===== src/rtl/srff_bank_ctrl.sv =====
// srff_bank_ctrl: round-robin arbitrated set/reset controller for a flag bank.
// Define SRFF_CTRL_TOGGLE_EN to make s=r=1 toggle the flag instead of raising err.
module srff_bank_ctrl #(
   parameter int NREQ  = 4,
   parameter int NFLAG = 8,
   parameter int IW    = 3
) (
   input  logic               clk,
   input  logic               res,
   input  logic [NREQ-1:0]    req,
   input  logic [NREQ-1:0]    cmd_s,
   input  logic [NREQ-1:0]    cmd_r,
   input  logic [NREQ*IW-1:0] cmd_idx,
   output logic [NREQ-1:0]    gnt,
   output logic [NREQ-1:0]    ack,
   output logic [NFLAG-1:0]   q,
   output logic               err,
   output logic               busy
);

   localparam int PW = (NREQ > 1) ? $clog2(NREQ) : 1;

   typedef enum logic [1:0] {
      IDLE,
      GRANT,
      RELEASE
   } state_t;

   state_t           state;
   state_t           state_n;
   logic [PW-1:0]    ptr;
   logic [PW-1:0]    ptr_n;
   logic [PW-1:0]    win;
   logic [PW-1:0]    win_n;
   logic             ls;
   logic             ls_n;
   logic             lr;
   logic             lr_n;
   logic [IW-1:0]    lidx;
   logic [IW-1:0]    lidx_n;
   logic [NREQ-1:0]  gnt_n;
   logic [NREQ-1:0]  ack_n;
   logic [NFLAG-1:0] q_n;
   logic             err_n;
   logic             found;
   logic [PW-1:0]    pick;
   logic             win_req;

   assign busy = (state != IDLE);

   // Round-robin search: first requester at or after ptr, wrapping.
   always_comb begin
      found = 1'b0;
      pick  = '0;
      for (int k = 0; k < NREQ; k++) begin
         if (!found && req[(int'(ptr) + k) % NREQ]) begin
            found = 1'b1;
            pick  = PW'((int'(ptr) + k) % NREQ);
         end
      end
   end

   // Current winner's request line, watched during RELEASE.
   always_comb begin
      win_req = 1'b0;
      for (int i = 0; i < NREQ; i++) begin
         if (PW'(i) == win) begin
            win_req = req[i];
         end
      end
   end

   // Next-state and next-output logic for the transfer FSM.
   always_comb begin
      state_n = state;
      ptr_n   = ptr;
      win_n   = win;
      ls_n    = ls;
      lr_n    = lr;
      lidx_n  = lidx;
      gnt_n   = gnt;
      ack_n   = ack;
      q_n     = q;
      err_n   = err;
      unique case (state)
         IDLE: begin
            if (found) begin
               win_n = pick;
               gnt_n = '0;
               for (int i = 0; i < NREQ; i++) begin
                  if (PW'(i) == pick) begin
                     gnt_n[i] = 1'b1;
                     ls_n     = cmd_s[i];
                     lr_n     = cmd_r[i];
                     lidx_n   = cmd_idx[i*IW +: IW];
                  end
               end
               state_n = GRANT;
            end
         end
         GRANT: begin
            if (int'(lidx) >= NFLAG) begin
               err_n = 1'b1;
            end else begin
               for (int f = 0; f < NFLAG; f++) begin
                  if (int'(lidx) == f) begin
                     case ({ls, lr})
                        2'b10: q_n[f] = 1'b1;
                        2'b01: q_n[f] = 1'b0;
                        2'b11: begin
`ifdef SRFF_CTRL_TOGGLE_EN
                           q_n[f] = ~q[f];
`else
                           err_n  = 1'b1;
`endif
                        end
                        default: q_n[f] = q[f];
                     endcase
                  end
               end
            end
            ack_n   = gnt;
            state_n = RELEASE;
         end
         RELEASE: begin
            if (!win_req) begin
               gnt_n   = '0;
               ack_n   = '0;
               ptr_n   = (win == PW'(NREQ - 1)) ? '0 : win + PW'(1);
               state_n = IDLE;
            end
         end
         default: begin
            state_n = IDLE;
         end
      endcase
   end

   // State, latched command and output registers.
   always_ff @(posedge clk or posedge res) begin
      if (res) begin
         state <= IDLE;
         ptr   <= '0;
         win   <= '0;
         ls    <= 1'b0;
         lr    <= 1'b0;
         lidx  <= '0;
         gnt   <= '0;
         ack   <= '0;
         q     <= '0;
         err   <= 1'b0;
      end else begin
         state <= state_n;
         ptr   <= ptr_n;
         win   <= win_n;
         ls    <= ls_n;
         lr    <= lr_n;
         lidx  <= lidx_n;
         gnt   <= gnt_n;
         ack   <= ack_n;
         q     <= q_n;
         err   <= err_n;
      end
   end

endmodule


===== config.mk =====
export PLATFORM = sky130hd
export DESIGN_NAME = srff_bank_ctrl
export DESIGN_NICKNAME = d
export VERILOG_FILES = /design/src/rtl/srff_bank_ctrl.sv
export SDC_FILE = /design/constraint.sdc
export NUM_CORES = 1
export LEC_CHECK = 0
export ABC_AREA = 1
export CORE_MARGIN = 2
export CORE_UTILIZATION = 53
export CTS_CLUSTER_SIZE = 12
export DETAILED_ROUTE_END_ITERATION = 10
export PLACE_DENSITY_LB_ADDON = 0.15
export SLEW_MARGIN = 10
export SYNTH_ARGS = -nofsm -noshare
export SYNTH_HDL_FRONTEND = slang
export SYNTH_SLANG_ARGS = --single-unit
export TNS_END_PERCENT = 10

===== constraint.sdc =====
create_clock -name clk -period 4.5 [get_ports clk]
set_clock_uncertainty 0.1 [all_clocks]
set_input_delay 0.675 -clock clk [delete_from_list [all_inputs] [get_ports clk]]
set_output_delay 0.675 -clock clk [all_outputs]
set_load 0.05 [all_outputs]

==> results.json <==
{
  "drive_above_1_share_pct": 11.91,
  "synth.distinct_cells": 30,
  "grt_overflow_total": 0,
  "fin_crit_sh_pct": 54.39,
  "diodes": 0,
  "final_util_pct": 68.76,
  "syn_area_sq_um": 1778,
  "tightest_slew_ns": 0.9944,
  "die_y_um": 61.92,
  "fin_cells": 323,
  "start_util_pct": 54.13,
  "grt_pass1_vias": 1380,
  "cts.sinks": 28,
  "cp_max_fo": 4,
  "worst-path-buf-inv": 2,
  "critPathKind": "flip-flop to output pin",
  "outcome": "finished clean",
  "path_delay_family": "buffers and inverters",
  "max_slew_margin_pct": 33.63,
  "fill_cells": 290,
  "final-max-slew-violation-count": 0,
  "track_usage_pct": 20.54,
  "avgSynthCellArea_sq_um": 7.566,
  "routabilityCongestion": 0.8797,
  "slowest_delay_ns": 0.69,
  "ant_nets": 0,
  "synth_top_area_share_pct": 39.41,
  "path_depth": 3,
  "grt_pass1_wl_um": 5851,
  "rsz0062_at_grt": "no",
  "cts-root-buf": "clkbuf_4",
  "drt-initial-drc-count": 73,
  "dp_cells": 319,
  "cp-start-kind": "flip-flop",
  "post_cts_buffers": 0,
  "r2r_cells": 13,
  "drv_cap": 0,
  "fin_crit_ns": 2.448,
  "crit_chain": "nor2_1 > inv_1 > clkdlybuf4s50_1",
  "yosys_warnings": 0,
  "synth_commonest_cells": "61 x nand2_1, 36 x inv_1, 28 x dfrtp_1, 16 x nand3_1, 15 x o21ai_0",
  "syn_to_final_growth_pct": 27.02,
  "hold_class": "flip-flop to flip-flop",
  "drt-vias-per-instance": 4.907,
  "required_ns": 3.72,
  "io_pins": 44,
  "fin_nets": 310,
  "timing_hold_violations_final": 0,
  "critPathCaptureType": "output pin",
  "arrival_ns": 1.67,
  "core_sq_um": 3284,
  "fp-row-count": 21,
  "syn_nets": 267,
  "cts_max_path_buffers": 2,
  "drt_wl_total_um": 3493,
  "antenna_found_initial": 0,
  "syn_inst": 235,
  "grt_start_max_net_pins": 29,
  "fin_tns_setup_ns": 0,
  "yosysMostFrequentCell": "nand2_1",
  "ys_ff_latch": 28,
  "setup-violations-final": 0,
  "whs_path_depth": 1,
  "htree_levels": 1,
  "clk_pin_slew_worst_paths_ns": 0.14,
  "wl_per_cell_um": 10.81,
  "place_hpwl_um": 2810,
  "ys_seq_area_share_pct": 39.41,
  "cts_tree": "yes",
  "dieWidth_um": 61.92,
  "hold_buffers": 0,
  "cts_inserted_buffers": 3,
  "num_vias": 1585,
  "fmax_mhz": 408.6,
  "cts_resized": 0,
  "clkLatencyLatePin_ns": 0.32,
  "drc": 0,
  "synth_area_leader_cell": "dfrtp_1",
  "synthTopCellsByArea": "dfrtp_1 39%, nand2_1 13%, inv_1 7.6%, nand3_1 4.5%, ha_1 4.2%",
  "ys.flop_type": "dfrtp_1",
  "firstDrtPassIters": 4,
  "async_flop_share_pct": 100.0,
  "slowest_stage": "clkdlybuf4s50_1",
  "port_buffers": 43,
  "synth_edf_count": 0,
  "die-area_sq_um": 3834
}
[logic make-up (layout without fill, tap and decap cells)]
| logic type | count (synthesis) | count (layout) | synth area share, % |
|---|---|---|---|
| AND/OR/NAND/NOR | 112 | 112 | 31.39 |
| buffers and inverters | 45 | 87 | 11.19 |
| AO/OA/AOI/OAI | 44 | 44 | 13.79 |
| flip-flops | 28 | 28 | 39.41 |
| adder cells (fa/ha/maj) | 6 | 6 | 4.222 |
[metal layers]
| metal | global-route usage, % | wire, um |
|---|---|---|
| met4 | 6.383 | 21 |
| met5 | 0 | 0 |
| met2 | 33.68 | 1620 |
| met1 | 28.12 | 1698 |
| met3 | 3.106 | 153 |
[path summary, 6_finish.rpt]
| check | from | slack, ns | to |
|---|---|---|---|
| worst max register to register | ptr[0]$_DFFE_PP0P_ | 2.20 | lidx[2]$_DFFE_PP0P_ |
| max in group asynchronous | res | 2.93 | ptr[0]$_DFFE_PP0P_ |
| worst min-delay path | err$_DFFE_PP0P_ | 0.40 | err$_DFFE_PP0P_ |
| min in group asynchronous | res | 0.77 | err$_DFFE_PP0P_ |
| worst min register to register | err$_DFFE_PP0P_ | 0.40 | err$_DFFE_PP0P_ |
| worst max-delay path | state[0]$_DFFE_PP0P_ | 2.05 | busy |
[sequential cells by signal, summed over array words and instances (netlist names)]
register / cells
ack: 4
err: 1
gnt: 4
lidx: 3
lr: 1
ls: 1
ptr: 2
q: 8
state: 2
win: 2
[placed cells by master, fill, tap and decap left out, types with 2 or more instances in the layout]
cell and instances:
nand2_2 10, a31oi_1 8, nand3_2 7, nand2_4 3, a21oi_1 14, nand2_1 61, o22ai_1 3, nor2_1 9
inv_4 2, ha_1 6, inv_2 2, dfrtp_1 28, clkbuf_4 3, nand3_1 16, inv_1 36, o21ai_0 15
clkdlybuf4s50_1 43
[per-stage QoR]
stage               area (sq um)  hold WS (ns)  worst slack [ns]
floorplan                   1778        0.3769             2.512
CTS                         2258        0.4042             2.044
global placement            2222        0.3661             1.838
global route                2258        0.4290             1.882
finish                      2258        0.4013             2.052
detailed placement          2222        0.3722             1.780
[worst register-to-register path: cells and delay by family (launching register included)]
kind,cells,cell delay [ns]
flip-flops,1,0.60
AO/OA/AOI/OAI,1,0.11
buffers and inverters,2,0.33
AND/OR/NAND/NOR,10,1.06
[cell type report]
type	instances	area [sq um]	area share (%)
Multi-Input combinational cell	162	878.3	38.89
Sequential cell	28	700.7	31.02
Timing Repair Buffer	43	430.4	19.06
Inverter	40	155.1	6.870
Tap cell	46	57.56	2.548
Clock buffer	4	36.28	1.607
Power is not shown: default switching activity piles up to over one toggle a cycle in this logic, so the estimate is an artifact.
